File: src/rtl/reg_seq_ctrl_if.sv
// Bus between the instruction source/ALU and reg_seq_ctrl, including the
// register-file control lines the sequencer drives.
interface reg_seq_ctrl_if #(
    parameter int CNT_W = 16
);
    logic [15:0]      INSTR;
    logic             INSTR_VALID;
    logic             INSTR_READY;
    logic [7:0]       ALU_RESULT;
    logic [1:0]       DIR_A;
    logic [1:0]       DIR_B;
    logic [1:0]       DIR_WR;
    logic             EN;
    logic [7:0]       DI;
    logic [3:0]       ALU_OP;
    logic             RETIRE;
    logic             HALTED;
    logic [CNT_W-1:0] INSTR_CNT;
    logic [2:0]       dbg_state;

    modport master (
        output INSTR, INSTR_VALID, ALU_RESULT,
        input  INSTR_READY, DIR_A, DIR_B, DIR_WR, EN, DI, ALU_OP,
               RETIRE, HALTED, INSTR_CNT, dbg_state
    );

    modport slave (
        input  INSTR, INSTR_VALID, ALU_RESULT,
        output INSTR_READY, DIR_A, DIR_B, DIR_WR, EN, DI, ALU_OP,
               RETIRE, HALTED, INSTR_CNT, dbg_state
    );
endinterface

File: src/rtl/reg_seq_ctrl.sv
// Multi-cycle sequencer for the 4x8 register file: fetch one instruction,
// read operands, execute on the external ALU, write back, count retirements.
module reg_seq_ctrl #(
    parameter int CNT_W = 16
) (
    input logic          clk,
    input logic          RST,
    reg_seq_ctrl_if.slave bus
);
    // Handshake: an instruction transfers on a rising edge where INSTR_VALID
    // and INSTR_READY are both 1; INSTR_READY is 1 only in IDLE, and the
    // source must hold INSTR stable until the transfer.

    typedef enum logic [2:0] {
        S_IDLE     = 3'd0,
        S_READ     = 3'd1,
        S_EXEC     = 3'd2,
        S_WRITE    = 3'd3,
        S_HALT_RET = 3'd4,
        S_HALT     = 3'd5
    } state_t;

    localparam logic [3:0] OP_NOP  = 4'h0;
    localparam logic [3:0] OP_LDI  = 4'h1;
    localparam logic [3:0] OP_HALT = 4'hF;

    state_t           state;
    state_t           state_nxt;
    logic [15:0]      ir;
    logic [7:0]       res;
    logic [CNT_W-1:0] cnt;

    logic [3:0] ir_op;
    logic [1:0] ir_rd;
    logic [1:0] ir_ra;
    logic [1:0] ir_rb;
    logic [7:0] ir_imm;
    logic [3:0] in_op;

    assign ir_op  = ir[15:12];
    assign ir_rd  = ir[11:10];
    assign ir_ra  = ir[9:8];
    assign ir_imm = ir[7:0];
    assign ir_rb  = ir[1:0];
    assign in_op  = bus.INSTR[15:12];

    logic       ready;
    logic       en;
    logic [1:0] dir_a;
    logic [1:0] dir_b;
    logic [1:0] dir_wr;
    logic [7:0] di;
    logic [3:0] alu_op;
    logic       retire;
    logic       halted;

    always_ff @(posedge clk) begin
        if (RST) begin
            state <= S_IDLE;
            ir    <= '0;
            res   <= '0;
            cnt   <= '0;
        end else begin
            state <= state_nxt;
            if (state == S_IDLE && bus.INSTR_VALID) begin
                ir <= bus.INSTR;
            end
            if (state == S_EXEC) begin
                res <= bus.ALU_RESULT;
            end
            if (retire) begin
                cnt <= cnt + CNT_W'(1);
            end
        end
    end

    // Outputs depend only on state, ir and res; INSTR only steers next state.
    always_comb begin
        state_nxt = state;
        ready     = 1'b0;
        en        = 1'b0;
        dir_a     = 2'd0;
        dir_b     = 2'd0;
        dir_wr    = 2'd0;
        di        = 8'd0;
        alu_op    = 4'd0;
        retire    = 1'b0;
        halted    = 1'b0;
        case (state)
            S_IDLE: begin
                ready = 1'b1;
                if (bus.INSTR_VALID) begin
                    if (in_op == OP_LDI) begin
                        state_nxt = S_WRITE;
                    end else if (in_op == OP_HALT) begin
                        state_nxt = S_HALT_RET;
                    end else begin
                        state_nxt = S_READ;
                    end
                end
            end
            S_READ: begin
                dir_a     = ir_ra;
                dir_b     = ir_rb;
                state_nxt = S_EXEC;
            end
            S_EXEC: begin
                dir_a  = ir_ra;
                dir_b  = ir_rb;
                alu_op = ir_op;
                if (ir_op == OP_NOP) begin
                    retire    = 1'b1;
                    state_nxt = S_IDLE;
                end else begin
                    state_nxt = S_WRITE;
                end
            end
            S_WRITE: begin
                en        = 1'b1;
                dir_wr    = ir_rd;
                di        = (ir_op == OP_LDI) ? ir_imm : res;
                retire    = 1'b1;
                state_nxt = S_IDLE;
            end
            // Split halt so RETIRE pulses only on the first halted cycle.
            S_HALT_RET: begin
                retire    = 1'b1;
                halted    = 1'b1;
                state_nxt = S_HALT;
            end
            S_HALT: begin
                halted    = 1'b1;
                state_nxt = S_HALT;
            end
            default: begin
                state_nxt = S_IDLE;
            end
        endcase
    end

    assign bus.INSTR_READY = ready;
    assign bus.EN          = en;
    assign bus.DIR_A       = dir_a;
    assign bus.DIR_B       = dir_b;
    assign bus.DIR_WR      = dir_wr;
    assign bus.DI          = di;
    assign bus.ALU_OP      = alu_op;
    assign bus.RETIRE      = retire;
    assign bus.HALTED      = halted;
    assign bus.INSTR_CNT   = cnt;
    assign bus.dbg_state   = state;
endmodule

File: src/flat_wrapper.sv
// flat-port wrapper written by rule: the top's interface ports become plain ports
module reg_seq_ctrl_flat 
#(
    parameter int CNT_W = 16
)
  (clk, RST, bus_INSTR, bus_INSTR_VALID, bus_ALU_RESULT, bus_INSTR_READY, bus_DIR_A, bus_DIR_B, bus_DIR_WR, bus_EN, bus_DI, bus_ALU_OP, bus_RETIRE, bus_HALTED, bus_INSTR_CNT, bus_dbg_state);
  reg_seq_ctrl_if #(.CNT_W(CNT_W)) bus_i ();
  input logic clk;
  input logic RST;
  input wire logic [$bits(bus_i.INSTR)-1:0] bus_INSTR;
  input wire logic [$bits(bus_i.INSTR_VALID)-1:0] bus_INSTR_VALID;
  input wire logic [$bits(bus_i.ALU_RESULT)-1:0] bus_ALU_RESULT;
  output wire logic [$bits(bus_i.INSTR_READY)-1:0] bus_INSTR_READY;
  output wire logic [$bits(bus_i.DIR_A)-1:0] bus_DIR_A;
  output wire logic [$bits(bus_i.DIR_B)-1:0] bus_DIR_B;
  output wire logic [$bits(bus_i.DIR_WR)-1:0] bus_DIR_WR;
  output wire logic [$bits(bus_i.EN)-1:0] bus_EN;
  output wire logic [$bits(bus_i.DI)-1:0] bus_DI;
  output wire logic [$bits(bus_i.ALU_OP)-1:0] bus_ALU_OP;
  output wire logic [$bits(bus_i.RETIRE)-1:0] bus_RETIRE;
  output wire logic [$bits(bus_i.HALTED)-1:0] bus_HALTED;
  output wire logic [$bits(bus_i.INSTR_CNT)-1:0] bus_INSTR_CNT;
  output wire logic [$bits(bus_i.dbg_state)-1:0] bus_dbg_state;
  assign bus_i.INSTR = bus_INSTR;
  assign bus_i.INSTR_VALID = bus_INSTR_VALID;
  assign bus_i.ALU_RESULT = bus_ALU_RESULT;
  assign bus_INSTR_READY = bus_i.INSTR_READY;
  assign bus_DIR_A = bus_i.DIR_A;
  assign bus_DIR_B = bus_i.DIR_B;
  assign bus_DIR_WR = bus_i.DIR_WR;
  assign bus_EN = bus_i.EN;
  assign bus_DI = bus_i.DI;
  assign bus_ALU_OP = bus_i.ALU_OP;
  assign bus_RETIRE = bus_i.RETIRE;
  assign bus_HALTED = bus_i.HALTED;
  assign bus_INSTR_CNT = bus_i.INSTR_CNT;
  assign bus_dbg_state = bus_i.dbg_state;
  reg_seq_ctrl #(.CNT_W(CNT_W)) u_core (.clk(clk), .RST(RST), .bus(bus_i));
endmodule
File: config.mk
export PLATFORM = sky130hd
export DESIGN_NAME = reg_seq_ctrl_flat
export DESIGN_NICKNAME = d
export VERILOG_FILES = /design/src/rtl/reg_seq_ctrl_if.sv /design/src/rtl/reg_seq_ctrl.sv /design/src/flat_wrapper.sv
export SDC_FILE = /design/constraint.sdc
export NUM_CORES = 1
export LEC_CHECK = 0
export ABC_CLOCK_PERIOD_IN_PS = 5230
export CORE_ASPECT_RATIO = 1.2
export CORE_MARGIN = 2
export CORE_UTILIZATION = 45
export DETAILED_ROUTE_END_ITERATION = 8
export GPL_TIMING_DRIVEN = 0
export PLACE_DENSITY = 0.86
export SETUP_SLACK_MARGIN = 0.02
export SYNTH_ARGS = -nofsm -noshare
export SYNTH_HDL_FRONTEND = slang
export SYNTH_SLANG_ARGS = --single-unit
File: constraint.sdc
create_clock -name clk -period 5.23 [get_ports clk]
set_input_delay 1.046 -clock clk [delete_from_list [all_inputs] [get_ports clk]]
set_output_delay 1.046 -clock clk [all_outputs]
set_load 0.02 [all_outputs]
-- After elaboration in Yosys (flattened, before gate mapping)
Cells that the tools add are included.
- input port bits: 27
- logic and storage cells: 36
- output and inout port bits: 41
- register bits after elaboration: 43
- add/subtract/negate cells: 1
- eq/ne operators: 9
- reduce and logical (&&, ||, !) cells: 6
- muxes and demuxes: 16
- operators with widths (cell ; count):
    $add A16 B1 Y16 const B ; 1
    $mux W8 ; 2
    $pmux W3 S4 ; 1
    $mux W3 ; 3
    $eq A4 B1 Y1 const B ; 2
    $mux W2 ; 4
    $eq A3 B2 Y1 const B ; 2
    $eq A3 B3 Y1 const B ; 2
    $reduce_or A2 Y1 ; 3
    $eq A4 B4 Y1 const B ; 1
    $logic_not A4 Y1 ; 1
    $mux W1 ; 4
    $mux W4 ; 1
    $eq A3 B1 Y1 const B ; 1
    $logic_not A3 Y1 ; 1
    $ne A2 B2 Y1 const B ; 1
    $pmux W1 S2 ; 1
    $logic_and A1 B1 Y1 ; 1

-- Longest topological paths before layout
- word-level depth: 5
- depth in mapped cells: 7
- mapped depth without buffers: 5

-- Worst setup path before layout
No wires, ideal clock.
- path type: reg-to-output
- from: register u_core.state[1] (netlist: u_core.bus.dbg_state[1])
- to: output bus_DIR_A[0]
- data required time: 4.184 ns
- arrival time: 1.438 ns
- cell stages (with the launch flop): 6
- buffers on the path: 2
- setup slack: 2.746 ns
- path through: dfxtp_1 -> clkbuf_1 -> clkbuf_1 -> xnor2_1 -> nor2_1 -> and2_1
- word-level cells in the longest chain between the ends: 3
- elaborated cells on any way between the ends: 4
- those cells by class: eq/ne: 2; mux: 1; reduce/logical: 1
- RTL lines (what ; RTL line ; text):
    start, declared ; reg_seq_ctrl.sv:27 ; state_t state;
    start signal, assigned ; reg_seq_ctrl.sv:64 ; state <= state_nxt;
    $eq A3 B1 Y1 / $eq A3 B2 Y1 (equally long branches) ; reg_seq_ctrl.sv:89 ; case (state)
    $reduce_or A2 Y1 (no source line) (*) ; -- ;
    $mux W2 (*) ; reg_seq_ctrl.sv:89 ;
    end, declared ; flat_wrapper.sv:14 ; output wire logic [$bits(bus_i.DIR_A)-1:0] bus_DIR_A;
Every way passes the cells marked *; elsewhere a longest branch is shown, timed or not.

-- Worst setup path in the final report
- from: register u_core.state[1] (netlist: u_core.bus.dbg_state[1])
- to: output bus_RETIRE
- word-level cells in the longest chain between the ends: 3
- elaborated cells on any way between the ends: 5
- those cells by class: eq/ne: 3; mux: 1; reduce/logical: 1
- RTL lines (what ; RTL line ; text):
    $eq A3 B2 Y1 / $eq A3 B3 Y1 (equally long branches) ; reg_seq_ctrl.sv:89 ;
    $reduce_or A2 Y1 (no source line) ; -- ;
    $pmux W1 S2 (*) ; reg_seq_ctrl.sv:89 ;
    end, declared ; flat_wrapper.sv:20 ; output wire logic [$bits(bus_i.RETIRE)-1:0] bus_RETIRE;
Marks and branches as above.

==> out/results.tsv <==
stage	metric	value	unit
final_layout	drive_above_1_share	3.757	%
synthesis	netlist_instances	271	
final_layout	antennaDiodeCount	0	
critical_path	crit_start	u_core.bus.dbg_state[1]$_SDFFE_PP0P_	
power_and_ir_drop	power_density	248.2	nW/um^2
power_and_ir_drop	leakagePower	0.9613	nW
hold_path	min_delay_path_depth	2	
sta	setup_violations	0	
placed_design	portBuffers	67	
final_layout	final_nets	373	
die	pin_count	68	
global_routing	grt_pass1_vias	1974	
sta	hold_viol	0	
sta	setup-tns-final	0	ps
sta	min_period	3523	ps
detailed_routing	wl	5.470	mm
die	start_util	47.54	%
critical_path	path_max_fanout	10	
critical_path	worstPathRequired	4180	ps
sta	rsz0062_at_grt	no	
sta	skew	8.567	ps
critical_path	r2r_start	u_core.bus.dbg_state[1]$_SDFFE_PP0P_	
critical_path	critPathKind	reg -> out	
job	max_cap_viol_count	0	
clock_tree	cts_buffers	5	
critical_path	start_kind	flop	
global_routing	track_usage	21.84	%
die	coreArea	4327	sq um
clock_tree	cts.sinks	43	
synthesis	synth-seq-area-share	41.85	%
placed_design	place.gp.congestion	0.8260	
synthesis	synth_ff_type	dfxtp_1	
placed_design	dp_slack	2019	ps
detailed_routing	wl_per_cell	13.61	um
die	fp.dieH	78.06	um
detailed_routing	dr_total_vias	2189	
global_routing	antenna_found_initial	0	
synthesis	synth-async-reset-ratio	0	%
power_and_ir_drop	peakVddDrop	0.1473	mV
sta	relSlewSlack	44.90	%
detailed_routing	vias_per_cell	5.445	
critical_path	r2r_cells	7	
hold_path	hp-start	u_core.ir[9]$_SDFFE_PP0P_	
synthesis	avgSynthCellArea	7.590	sq um
synthesis	ys_warn_count	0	
synthesis	synth.distinct_cells	39	
critical_path	end_kind	output port	
synthesis	syn_area	2057	sq um
global_routing	grt_overflow	0	
clock_tree	clockRootBuffer	clkbuf_8	
sta	worst_pin_slew	820.2	ps
detailed_routing	dr.pass1.iters	4	
hold_path	hold_end	u_core.ir[9]$_SDFFE_PP0P_	
critical_path	rrSetupSlack	2990	ps
synthesis	yosys_register_bits	43	
sta	layout_setup_ws	1708	ps
critical_path	slowest_stage	clkdlybuf4s50_1	
detailed_routing	postRouteAntennaNets	0	
hold_path	min_path_type	reg -> reg	
critical_path	rr_endpoint	u_core.bus.INSTR_CNT[13]$_SDFFE_PP0P_	
synthesis	synth_edf_count	0	
clock_tree	cts_hold_buf	0	
clock_tree	cts_post_setup_buffers_inserted	0	
clock_tree	cts_tree	done	
sta	drv_slew	0	
clock_tree	clock_path_buffers	2	
global_routing	grt_max_degree	15	
critical_path	slowest_delay	600	ps
critical_path	path_cells	clkbuf_1 -> nand3b_1 -> o211a_4 -> buf_6 -> inv_2 -> clkdlybuf4s50_1	
clock_tree	clk_pin_slew	80	ps
outcome	status	finished clean	
placed_design	dp.cells	394	
clock_tree	cts_resized	0	
die	die_w	65.72	um
critical_path	worstPathArrival	2480	ps
sta	max_freq	0.2839	GHz
die	die_area	5130	sq um
final_layout	syn2layout_area_growth	40.33	%
die	rows	26	
detailed_routing	drt_iter0_drc	120	
final_layout	stdcell_count	402	
clock_tree	htreeDepth	2	
placed_design	hpwl	3.976	mm
sta	fin_crit_sh	67.35	%
clock_tree	worstSkewPairLatency	300	ps
detailed_routing	drcViolationCount	0	
synthesis	syn_nets	299	
global_routing	grt_pass1_wl	8.887	mm
synth_stat cells, drive strengths merged, types with 4 or more instances:
cell	number	share of area, %
nand4	4	1.2
nor3	4	0.97
o31ai	9	3.3
or4	10	3.8
a21oi	46	11
and2	7	2.1
inv	8	1.5
nand3	5	1.2
clkbuf	13	2.4
dfxtp	43	42
nor2	10	1.8
nand2	73	13
and3	6	1.8
sequential cells by signal, indices dropped and copies added, names as in the netlist:
name	flops
u_core.bus.INSTR_CNT	16
u_core.bus.dbg_state	3
u_core.ir	16
u_core.res	8
through the flow:
stage | util (%) | hold slack [ps] | area, sq um | total power, mW
2_1_floorplan | - | 431.7 | 2057 | 0.4501
4_1_cts | 66.71 | 456.4 | 2887 | 0.7207
6_report | 66.71 | 451.9 | 2887 | 0.7163
3_3_place_gp | 64.66 | 436.3 | 2798 | 0.5092
5_1_grt | 66.71 | 476.0 | 2887 | 0.7507
3_5_place_dp | 64.66 | 445.1 | 2798 | 0.5125
worst max-delay path: cells and delay by family (launching register included):
family	cells	cell delay (ps)
buffers and inverters	4	1120
AND/OR/NAND/NOR	1	400
AO/OA/AOI/OAI	1	320
flip-flops	1	340
where the power goes:
group	total, mW	switching (mW)	internal [mW]	leakage [nW]
sequential	0.357	0.0123	0.345	0.350
combinational	0.150	0.0854	0.0641	0.572
clock	0.210	0.117	0.0929	0.0402
placed cells by master, fill, tap and decap left out, types with 2 or more instances in the layout:
master,synthesis,layout
a21oi_1,46,46
and2_1,7,7
and3_1,6,6
and4_1,3,3
clkbuf_1,13,13
clkbuf_8,0,5
clkdlybuf4s50_1,0,67
clkinvlp_4,0,2
dfxtp_1,43,43
inv_1,7,7
nand2_1,73,73
nand3_1,5,5
nand3b_1,2,2
nand4_1,4,4
nor2_1,10,10
nor2b_1,2,2
nor3_1,4,4
o211ai_1,2,2
o31ai_1,9,9
o41ai_1,2,2
or4_1,9,9
or4b_1,2,2
xnor2_1,3,3
worst max path at each step:
stage / endpoint / slack, ps / cells after the start
2_1_floorplan: bus_DIR_A[0] / 2750 / 5
3_3_place_gp: bus_RETIRE / 2020 / 6
3_5_place_dp: bus_RETIRE / 2020 / 6
4_1_cts: bus_RETIRE / 1680 / 6
5_1_grt: bus_RETIRE / 1540 / 6
6_report: bus_RETIRE / 1710 / 6
layout make-up:
type	instances	area, sq um
clock inverter	3	20.02
multi-input combinational	204	1097
inverter	8	30.03
sequential	43	860.8
clock buffer	5	68.82
timing repair buffer	67	670.6
buffer	16	68.82
tap	56	70.07
fill	395	1440
cells by family (layout without fill, tap and decap cells):
logic type                 after synthesis  after routing  synth area share, %
adders and majority gates                1              1               0.6082
muxes                                    1              1               0.4866
DFF                                     43             43                41.85
AOI/OAI and AO/OA                       65             65                18.61
and+or+nand+nor                        134            134                32.36
xor gates and xnor gates                 3              3                1.278
buffers and inverters                   24             99                4.805
routing by layer:
layer	vias to the layer above	track usage (%)	part of all wire, %
li1	1097	-	-
met1	1014	26.97	43
met2	67	37.07	49
met3	11	3.725	5.6
met4	0	8.958	2.0
met5	-	0	0
(Power assumes the default switching activity.)
